<file path="src/rtl/mem_stage_lsu_pkg.sv">
// Shared RISC-V LSU definitions: load/store size codes, controller state encoding and
// byte-lane helpers used by the MEM-stage load/store unit.
package riscv_pkg;

    localparam logic [2:0] LOAD_LW  = 3'b000;
    localparam logic [2:0] LOAD_LH  = 3'b001;
    localparam logic [2:0] LOAD_LB  = 3'b010;
    localparam logic [2:0] LOAD_LHU = 3'b011;
    localparam logic [2:0] LOAD_LBU = 3'b100;

    localparam logic [1:0] STORE_SW = 2'b00;
    localparam logic [1:0] STORE_SH = 2'b01;
    localparam logic [1:0] STORE_SB = 2'b10;

    typedef enum logic [1:0] {IDLE, REQ, WAIT, DONE} lsu_state_t;

    // Undefined store codes fall back to a full-word write.
    function automatic logic [3:0] storeByteEn(input logic [1:0] storeSrc, input logic [1:0] offset);
        case (storeSrc)
            STORE_SH: return 4'b0011 << {offset[1], 1'b0};
            STORE_SB: return 4'b0001 << offset;
            default:  return 4'b1111;
        endcase
    endfunction

    function automatic logic isMisaligned(input logic isLoad, input logic [2:0] loadSrc,
                                          input logic [1:0] storeSrc, input logic [1:0] offset);
        if (isLoad) begin
            case (loadSrc)
                LOAD_LH, LOAD_LHU: return offset[0];
                LOAD_LB, LOAD_LBU: return 1'b0;
                default:           return offset != 2'b00;
            endcase
        end
        case (storeSrc)
            STORE_SH: return offset[0];
            STORE_SB: return 1'b0;
            default:  return offset != 2'b00;
        endcase
    endfunction

endpackage

</file>
<file path="src/rtl/mem_stage_lsu_if.sv">
// Data-memory req/gnt/rvalid bus between the MEM-stage LSU (master) and data memory (slave).
interface mem_stage_lsu_if #(parameter int unsigned XLEN = 32);

    logic            dmem_req;
    logic            dmem_we;
    logic [XLEN-1:0] dmem_addr;
    logic [3:0]      dmem_be;
    logic [XLEN-1:0] dmem_wdata;
    logic            dmem_gnt;
    logic            dmem_rvalid;
    logic [XLEN-1:0] dmem_rdata;

    modport master (
        output dmem_req, dmem_we, dmem_addr, dmem_be, dmem_wdata,
        input  dmem_gnt, dmem_rvalid, dmem_rdata
    );

    modport slave (
        input  dmem_req, dmem_we, dmem_addr, dmem_be, dmem_wdata,
        output dmem_gnt, dmem_rvalid, dmem_rdata
    );

endinterface

</file>
<file path="src/rtl/mem_stage_lsu_load_align.sv">
// Combinational load alignment: shifts the addressed lane down and sign/zero-extends it.
module lsu_load_align
    import riscv_pkg::*;
#(
    parameter int unsigned XLEN = 32
) (
    input  logic [XLEN-1:0] rdata,
    input  logic [1:0]      offset,
    input  logic [2:0]      loadSrc,
    output logic [XLEN-1:0] result
);

    logic [XLEN-1:0] lane;

    always_comb begin
        lane = rdata >> {offset, 3'b000};
        case (loadSrc)
            LOAD_LB:  result = {{(XLEN-8){lane[7]}}, lane[7:0]};
            LOAD_LBU: result = {{(XLEN-8){1'b0}}, lane[7:0]};
            LOAD_LH:  result = {{(XLEN-16){lane[15]}}, lane[15:0]};
            LOAD_LHU: result = {{(XLEN-16){1'b0}}, lane[15:0]};
            default:  result = lane;
        endcase
    end

endmodule

</file>
<file path="src/rtl/mem_stage_lsu.sv">
// MEM-stage load/store unit: byte-enabled req/gnt/rvalid transactions with timeout.
// Optional MISALIGN_TRAP_EN: misaligned LH/LHU/SH/LW/SW trap with bus_err instead of issuing.
module mem_stage_lsu
    import riscv_pkg::*;
#(
    parameter int unsigned XLEN        = 32,
    parameter int unsigned TIMEOUT_CYC = 255
) (
    input  logic             clk,
    input  logic             rst,
    input  logic             load,
    input  logic             store,
    input  logic [2:0]       load_src,
    input  logic [1:0]       store_src,
    input  logic [XLEN-1:0]  addr,
    input  logic [XLEN-1:0]  wdata,
    output logic [XLEN-1:0]  rdata_out,
    output logic             done,
    output logic             stall,
    output logic             bus_err,
    mem_stage_lsu_if.master  bus
);

    localparam int unsigned    CW      = $clog2(TIMEOUT_CYC + 1);
    localparam logic [CW-1:0]  TO_LAST = CW'(TIMEOUT_CYC - 1);

    lsu_state_t       state;
    logic [CW-1:0]    toCnt;
    logic [1:0]       offset;
    logic [2:0]       sizeQ;
    logic [XLEN-1:0]  alignedData;
    logic             isStore;
    logic [XLEN-1:0]  storeData;
    logic             timeoutHit;

    lsu_load_align #(.XLEN(XLEN)) uAlign (
        .rdata   (bus.dmem_rdata),
        .offset  (offset),
        .loadSrc (sizeQ),
        .result  (alignedData)
    );

    assign isStore    = store & ~load;
    assign timeoutHit = (toCnt == TO_LAST);
    assign stall      = ((state == IDLE) && (load || store)) || (state == REQ) || (state == WAIT);

    always_comb begin
        case (store_src)
            STORE_SH: storeData = {(XLEN/16){wdata[15:0]}};
            STORE_SB: storeData = {(XLEN/8){wdata[7:0]}};
            default:  storeData = wdata;
        endcase
    end

    always_ff @(posedge clk or posedge rst) begin
        if (rst) begin
            state          <= IDLE;
            toCnt          <= '0;
            offset         <= '0;
            sizeQ          <= '0;
            rdata_out      <= '0;
            done           <= 1'b0;
            bus_err        <= 1'b0;
            bus.dmem_req   <= 1'b0;
            bus.dmem_we    <= 1'b0;
            bus.dmem_addr  <= '0;
            bus.dmem_be    <= '0;
            bus.dmem_wdata <= '0;
        end else begin
            done    <= 1'b0;
            bus_err <= 1'b0;
            case (state)
                IDLE: begin
                    if (load || store) begin
                        offset         <= addr[1:0];
                        sizeQ          <= load_src;
                        toCnt          <= '0;
                        bus.dmem_we    <= isStore;
                        bus.dmem_addr  <= {addr[XLEN-1:2], 2'b00};
                        bus.dmem_be    <= isStore ? storeByteEn(store_src, addr[1:0]) : 4'b1111;
                        bus.dmem_wdata <= storeData;
`ifdef MISALIGN_TRAP_EN
                        if (isMisaligned(load, load_src, store_src, addr[1:0])) begin
                            rdata_out <= '0;
                            bus_err   <= 1'b1;
                            done      <= 1'b1;
                            state     <= DONE;
                        end else begin
                            bus.dmem_req <= 1'b1;
                            state        <= REQ;
                        end
`else
                        bus.dmem_req <= 1'b1;
                        state        <= REQ;
`endif
                    end
                end
                REQ: begin
                    if (bus.dmem_gnt) begin
                        bus.dmem_req <= 1'b0;
                        toCnt        <= '0;
                        if (bus.dmem_we) begin
                            done  <= 1'b1;
                            state <= DONE;
                        end else if (bus.dmem_rvalid) begin
                            rdata_out <= alignedData;
                            done      <= 1'b1;
                            state     <= DONE;
                        end else begin
                            state <= WAIT;
                        end
                    end else if (timeoutHit) begin
                        bus.dmem_req <= 1'b0;
                        rdata_out    <= '0;
                        bus_err      <= 1'b1;
                        done         <= 1'b1;
                        state        <= DONE;
                    end else begin
                        toCnt <= toCnt + 1'b1;
                    end
                end
                WAIT: begin
                    if (bus.dmem_rvalid) begin
                        rdata_out <= alignedData;
                        done      <= 1'b1;
                        state     <= DONE;
                    end else if (timeoutHit) begin
                        rdata_out <= '0;
                        bus_err   <= 1'b1;
                        done      <= 1'b1;
                        state     <= DONE;
                    end else begin
                        toCnt <= toCnt + 1'b1;
                    end
                end
                default: state <= IDLE;
            endcase
        end
    end

endmodule

</file>
<file path="src/flat_wrapper.sv">
// flat-port wrapper written by rule: the top's interface ports become plain ports
module mem_stage_lsu_flat import riscv_pkg::*;
#(
    parameter int unsigned XLEN        = 32,
    parameter int unsigned TIMEOUT_CYC = 255
)
  (clk, rst, load, store, load_src, store_src, addr, wdata, rdata_out, done, stall, bus_err, bus_dmem_req, bus_dmem_we, bus_dmem_addr, bus_dmem_be, bus_dmem_wdata, bus_dmem_gnt, bus_dmem_rvalid, bus_dmem_rdata);
  mem_stage_lsu_if #(.XLEN(XLEN)) bus_i ();
  input  logic clk;
  input  logic rst;
  input  logic load;
  input  logic store;
  input  logic [2:0] load_src;
  input  logic [1:0] store_src;
  input  logic [XLEN-1:0] addr;
  input  logic [XLEN-1:0] wdata;
  output logic [XLEN-1:0] rdata_out;
  output logic done;
  output logic stall;
  output logic bus_err;
  output wire logic [$bits(bus_i.dmem_req)-1:0] bus_dmem_req;
  output wire logic [$bits(bus_i.dmem_we)-1:0] bus_dmem_we;
  output wire logic [$bits(bus_i.dmem_addr)-1:0] bus_dmem_addr;
  output wire logic [$bits(bus_i.dmem_be)-1:0] bus_dmem_be;
  output wire logic [$bits(bus_i.dmem_wdata)-1:0] bus_dmem_wdata;
  input wire logic [$bits(bus_i.dmem_gnt)-1:0] bus_dmem_gnt;
  input wire logic [$bits(bus_i.dmem_rvalid)-1:0] bus_dmem_rvalid;
  input wire logic [$bits(bus_i.dmem_rdata)-1:0] bus_dmem_rdata;
  assign bus_dmem_req = bus_i.dmem_req;
  assign bus_dmem_we = bus_i.dmem_we;
  assign bus_dmem_addr = bus_i.dmem_addr;
  assign bus_dmem_be = bus_i.dmem_be;
  assign bus_dmem_wdata = bus_i.dmem_wdata;
  assign bus_i.dmem_gnt = bus_dmem_gnt;
  assign bus_i.dmem_rvalid = bus_dmem_rvalid;
  assign bus_i.dmem_rdata = bus_dmem_rdata;
  mem_stage_lsu #(.XLEN(XLEN), .TIMEOUT_CYC(TIMEOUT_CYC)) u_core (.clk(clk), .rst(rst), .load(load), .store(store), .load_src(load_src), .store_src(store_src), .addr(addr), .wdata(wdata), .rdata_out(rdata_out), .done(done), .stall(stall), .bus_err(bus_err), .bus(bus_i));
endmodule
</file>
<file path="config.mk">
export PLATFORM = sky130hd
export DESIGN_NAME = mem_stage_lsu_flat
export DESIGN_NICKNAME = d
export VERILOG_FILES = /design/src/rtl/mem_stage_lsu_pkg.sv /design/src/rtl/mem_stage_lsu_if.sv /design/src/rtl/mem_stage_lsu_load_align.sv /design/src/rtl/mem_stage_lsu.sv /design/src/flat_wrapper.sv
export SDC_FILE = /design/constraint.sdc
export NUM_CORES = 1
export LEC_CHECK = 0
export CAP_MARGIN = 20
export CORE_MARGIN = 3
export CORE_UTILIZATION = 45
export DETAILED_ROUTE_END_ITERATION = 10
export PLACE_DENSITY = 0.81
export SLEW_MARGIN = 0
export SYNTH_ARGS = -nofsm -noshare
export SYNTH_HDL_FRONTEND = slang
export SYNTH_SLANG_ARGS = --single-unit
</file>
<file path="constraint.sdc">
create_clock -name clk -period 5.1 [get_ports clk]
set_clock_uncertainty 0.1 [all_clocks]
set_input_delay 1.53 -clock clk [delete_from_list [all_inputs] [get_ports clk]]
set_output_delay 1.53 -clock clk [all_outputs]
set_load 0.03 [all_outputs]
</file>
Word level (Yosys, flattened, before mapping)
Cells that the tools add are included.

cells by class
  reductions and logical operators = 12
  equality and inequality tests = 14
  shifts and indexed selects = 3
  muxes and demuxes = 35
  add/subtract/negate cells = 1
  bitwise operators = 2

operators by type and width
  kind                                                  number
  2-to-1 mux 32 bit                                     5
  one-hot mux 32 bit (2 select lines)                   2
  one-hot mux 32 bit (4 select lines)                   1
  2-to-1 mux 8 bit                                      4
  right shift 32 x 5 -> 32 bit                          1
  one-hot mux 8 bit (3 select lines)                    1
  2-to-1 mux 1 bit                                      11
  2-to-1 mux 2 bit                                      5
  AND reduction 3 bit                                   3
  adder 8 x 1 -> 8 bit (second input constant)          1
  equality test 8 bit (second input constant)           1
  one-hot mux 4 bit (2 select lines)                    1
  equality test 3 x 2 -> 1 bit (second input constant)  2
  inequality test 3 bit (second input constant)         2
  one-hot mux 1 bit (2 select lines)                    3
  one-hot mux 2 bit (3 select lines)                    1
  equality test 2 x 1 -> 1 bit (second input constant)  2
  equality test 2 bit (second input constant)           2
  2-to-1 mux 4 bit                                      1
  inequality test 2 bit (second input constant)         2
  nonzero test 2 bit                                    2
  << shifter 1 x 2 -> 4 bit (first input constant)      1
  << shifter 2 x 2 -> 4 bit (first input constant)      1
  equality test 3 x 1 -> 1 bit (second input constant)  1
  other kinds (9)                                       11

storage, ports and cells
  flip-flop bits (word level) = 117
  output and inout bits = 105

Depth between registers and ports, before layout
  depth in word-level cells = 6
  gate-level depth with buffers = 9
  gate-level depth less buffers = 6

Modules after synthesis
A second synthesis with hierarchy kept.

unflattened totals
  cell total of the unflattened synthesis = 607
  area, all modules = 5,806.8 um^2

by module, submodules not included
  module          area each (um^2)  instances  cells an instance
  mem_stage_lsu   5,038.6           1          503
  lsu_load_align  768.2             1          104

Worst setup path before layout
OpenSTA, ideal clock, no wires.

  kind = input -> output
  start = input store
  end = output stall
  cell stages on the path = 3
  path slack = 1,151 ps
  data required time = 3,470 ps
  arrival time = 2,319 ps
  cell sequence = o21a_1 > clkbuf_1 > or3_1

on the way
  longest elaborated chain between the ends = 4

RTL lines
  element                        line                 RTL
  start, declared                flat_wrapper.sv:12   input logic store;
  logical OR 1 bit               mem_stage_lsu.sv:45  assign stall = ((state == IDLE) && (load || store)) || (state == REQ) || (state == WAIT);
  logical AND 1 bit              mem_stage_lsu.sv:45
  logical OR 1 bit (2 in a row)  mem_stage_lsu.sv:45
  end, declared                  flat_wrapper.sv:19   output logic stall;

Every way passes these cells.

Final worst setup path
Ends and elaborated chain as after synthesis.

==> key figures <==
Outcome
  – Status: complete, no violations

Timing
  – Peak Freq: between 200 and 250 MHz
  – Headroom to the max-slew limit: 0.324
  – Total negative slack: 0 ns
  – Post-layout min period: around 4.7 ns
  – Fin crit share: 0.928
  – Final Hold Viols: 0
  – Worst-margin pin slew: between 1 and 1.5 ns
  – Setup Viol. Count Final: 0
  – Unrepaired setup endpoints after global routing: false
  – Slew Limit Fails: 0

Worst setup path
  – R2R setup slack: around 2.4 ns
  – Data required, critical path: approximately 3.5 ns
  – Critical path arrival: between 3 and 4 ns
  – Critical Path End Type: output pin
  – Crit Path Class: in2out
  – Reg2reg path depth: 6
  – Reg-to-Reg Start: u_core.state[0]
  – Startpoint types: primary input
  – Reg-to-reg endpoint: u_core.rdata_out[24]
  – Max FO, Critical Path: 2

Min path
  – Class of the worst hold path: reg2reg
  – Worst Hold End: u_core.bus.dmem_addr[20]
  – Worst hold start: u_core.bus.dmem_addr[20]
  – Worst hold path depth: 2

Synthesis
  – Mapped Area: between 5000 and 6000 µm²
  – Asr flop ratio synth: 1.00
  – Area leader, netlist: dfrtp_1
  – Primary FF master, synth: dfrtp_1
  – Ys Warns: 0
  – FF+latch count, synth: ~120
  – Synth top area cells: dfrtp_1, nand2_1, nor2_1, a21oi_1, o2bb2ai_1
  – Post-synth top area share: 0.519
  – Post-synth EDFFs: 0
  – Mapped Cells: between 500 and 600
  – Library cells used by synthesis: 60
  – Register area share after synthesis: 0.519
  – Avg Cell Area, Syn: approximately 9.5 µm²

Power and ir drop
  – Leakage: around 0.0037 µW
  – VDD IR max: about 0.47 mV
  – PwrDens: 702 nW/µm²
  – Power consumption: 5960 µW

Final layout
  – Post-route insts no fill: around 970
  – Final net count: between 900 and 1000
  – P&R area growth vs syn: 50.4%
  – Antenna diodes: 0
  – Multi-input logic area: about 2500 µm²
  – Reg area: between 2000 and 3000 µm²
  – Filler cells: roughly 930
  – Share of cells above drive strength 1: 0.0762

Clocking
  – Clock transition at path regs: 0.05 ns
  – Clk buf depth: 2
  – Cts repair resizes: 0
  – Clk Latency, worst-skew pair: 0.41 ns
  – Hold Buf Count CTS: 0
  – Root Buffer: clkbuf_16
  – H-tree depth: 4
  – # clock sinks: 117
  – Setup bufs post-CTS: 0
  – TritonCTS clock tree: yes
  – CTS Buf Count: 17

Route
  – 1st-pass router iterations: 5
  – DR WL/cell: between 15 and 20 µm
  – Via count: roughly 5300
  – Vias/cell: 5.45
  – # DRC: 0
  – Post-Route WL: roughly 17 mm
  – First DRT Iteration DRCs: ~340
  – Post-route ant nets: 0

Die
  – Die height: approximately 120 µm
  – Initial Utilization: 0.466
  – DIE WIDTH: around 120 µm
  – Core box area: around 12000 µm²
  – Num rows: 40
  – Die area: 13900 µm²
  – Io pins: ~210

GRT
  – Global route overflow: 0
  – Vias in the first global route: about 5500
  – First-pass GRT wire length: about 27 mm
  – GRT Overall Usage: 0.242
  – Initial antenna violation count: 1
  – Largest net degree at the start of global routing: 73

Placed design
  – Post-placement cell count: 936
  – DP Wirelength: around 12 mm
  – Number of buffers added on ports: 209
  – Final GP Congestion: 0.825

Run
  – Max_cap viols: 0
[cell families (layout without fill, tap and decap cells)]
| kind of cell | after synthesis | count (layout) | share of synthesized area |
|---|---|---|---|
| xor gates and xnor gates | 2 | 2 | 0.00310 |
| other | 1 | 2 | 0.000665 |
| buffers and inverters | 52 | 260 | 0.0435 |
| AOI/OAI and AO/OA | 138 | 138 | 0.182 |
| and+or+nand+nor | 249 | 249 | 0.186 |
| adders and majority gates | 8 | 8 | 0.0177 |
| muxes | 25 | 25 | 0.0483 |
| DFF | 117 | 117 | 0.519 |
[flip-flops by register name (all words and copies together), names as in the netlist]
| name | cells |
|---|---|
| u_core.bus.dmem_addr | 30 |
| u_core.bus.dmem_be | 4 |
| u_core.bus.dmem_req | 1 |
| u_core.bus.dmem_wdata | 32 |
| u_core.bus.dmem_we | 1 |
| u_core.bus_err | 1 |
| u_core.done | 1 |
| u_core.offset | 2 |
| u_core.rdata_out | 32 |
| u_core.sizeQ | 3 |
| u_core.state | 2 |
| u_core.toCnt | 8 |
[routing by layer]
layer  GRT usage  part of all wire  up-vias
li1            -                 -     2457
met1       0.280              0.39     2560
met2       0.397              0.49      224
met3       0.110              0.10       35
met4      0.0879             0.021        2
met5           0           0.00078        -
[cells in the final DEF (no fill, tap or decap), types with 6 or more instances in the layout]
cell type / instances
clkdlybuf4s50_1: 209
nand2_1: 154
dfrtp_1: 117
nor2_1: 68
a21oi_1: 45
o2bb2ai_1: 23
clkbuf_16: 17
mux2i_1: 16
a221o_1: 16
o21ai_0: 9
inv_1: 9
a221oi_1: 9
mux2_2: 8
a22oi_1: 8
ha_1: 8
clkinv_4: 6
buf_4: 6
[cells in the mapped netlist (all sizes together) (2+ instances only)]
library cell / instances
nand2: 154
dfrtp: 117
nor2: 68
a21oi: 45
clkbuf: 30
o2bb2ai: 23
a221o: 16
mux2i: 16
buf: 12
inv: 10
o21ai: 10
a221oi: 9
a22oi: 8
ha: 8
mux2: 8
o22a: 4
a31oi: 3
a41oi: 3
and2: 3
nand3b: 3
nor2b: 3
or3b: 3
a41o: 2
nor3: 2
nor3b: 2
o21a: 2
o31ai: 2
[per-stage QoR]
step | worst slack, ns | util | area (µm²) | hold WS, ns
floorplan | 0.369 | - | 5650 | 0.388
global placement | 0.404 | 0.646 | 7820 | 0.358
detailed placement | 0.387 | 0.648 | 7850 | 0.361
CTS | 0.376 | 0.700 | 8480 | 0.375
global route | 0.312 | 0.701 | 8490 | 0.397
finish | 0.366 | 0.701 | 8490 | 0.370
[worst max-delay path, stage by stage]
cell	delay, ns
clkdlybuf4s50_1	0.44
o21a_2	0.23
or3_1	0.31
clkdlybuf4s50_1	0.60
[cell type report]
cell class	instances	share of cell area
Timing Repair Buffer	218	0.258
Multi-Input combinational cell	424	0.293
Sequential cell	117	0.345
Clock inverter	15	0.0243
Tap cell	168	0.0248
Clock buffer	17	0.0501
Inverter	10	0.00472
[worst max path at each step]
stage / start / to / slack (ns) / cells after the start
6_report: store / stall / 0.37 / 4
5_1_grt: store / stall / 0.31 / 4
4_1_cts: store / stall / 0.38 / 4
3_5_place_dp: store / stall / 0.39 / 4
3_3_place_gp: store / stall / 0.40 / 4
2_1_floorplan: rst / u_core.bus.dmem_addr[10] / 0.37 / 1
[report_power, final]
| group | internal (µW) | total [µW] | switching [µW] |
|---|---|---|---|
| Clock | 820 | 1270 | 447 |
| Combinational | 1250 | 3070 | 1820 |
| Sequential | 1340 | 1620 | 279 |
No activity file was read; power rests on OpenSTA's default activity.
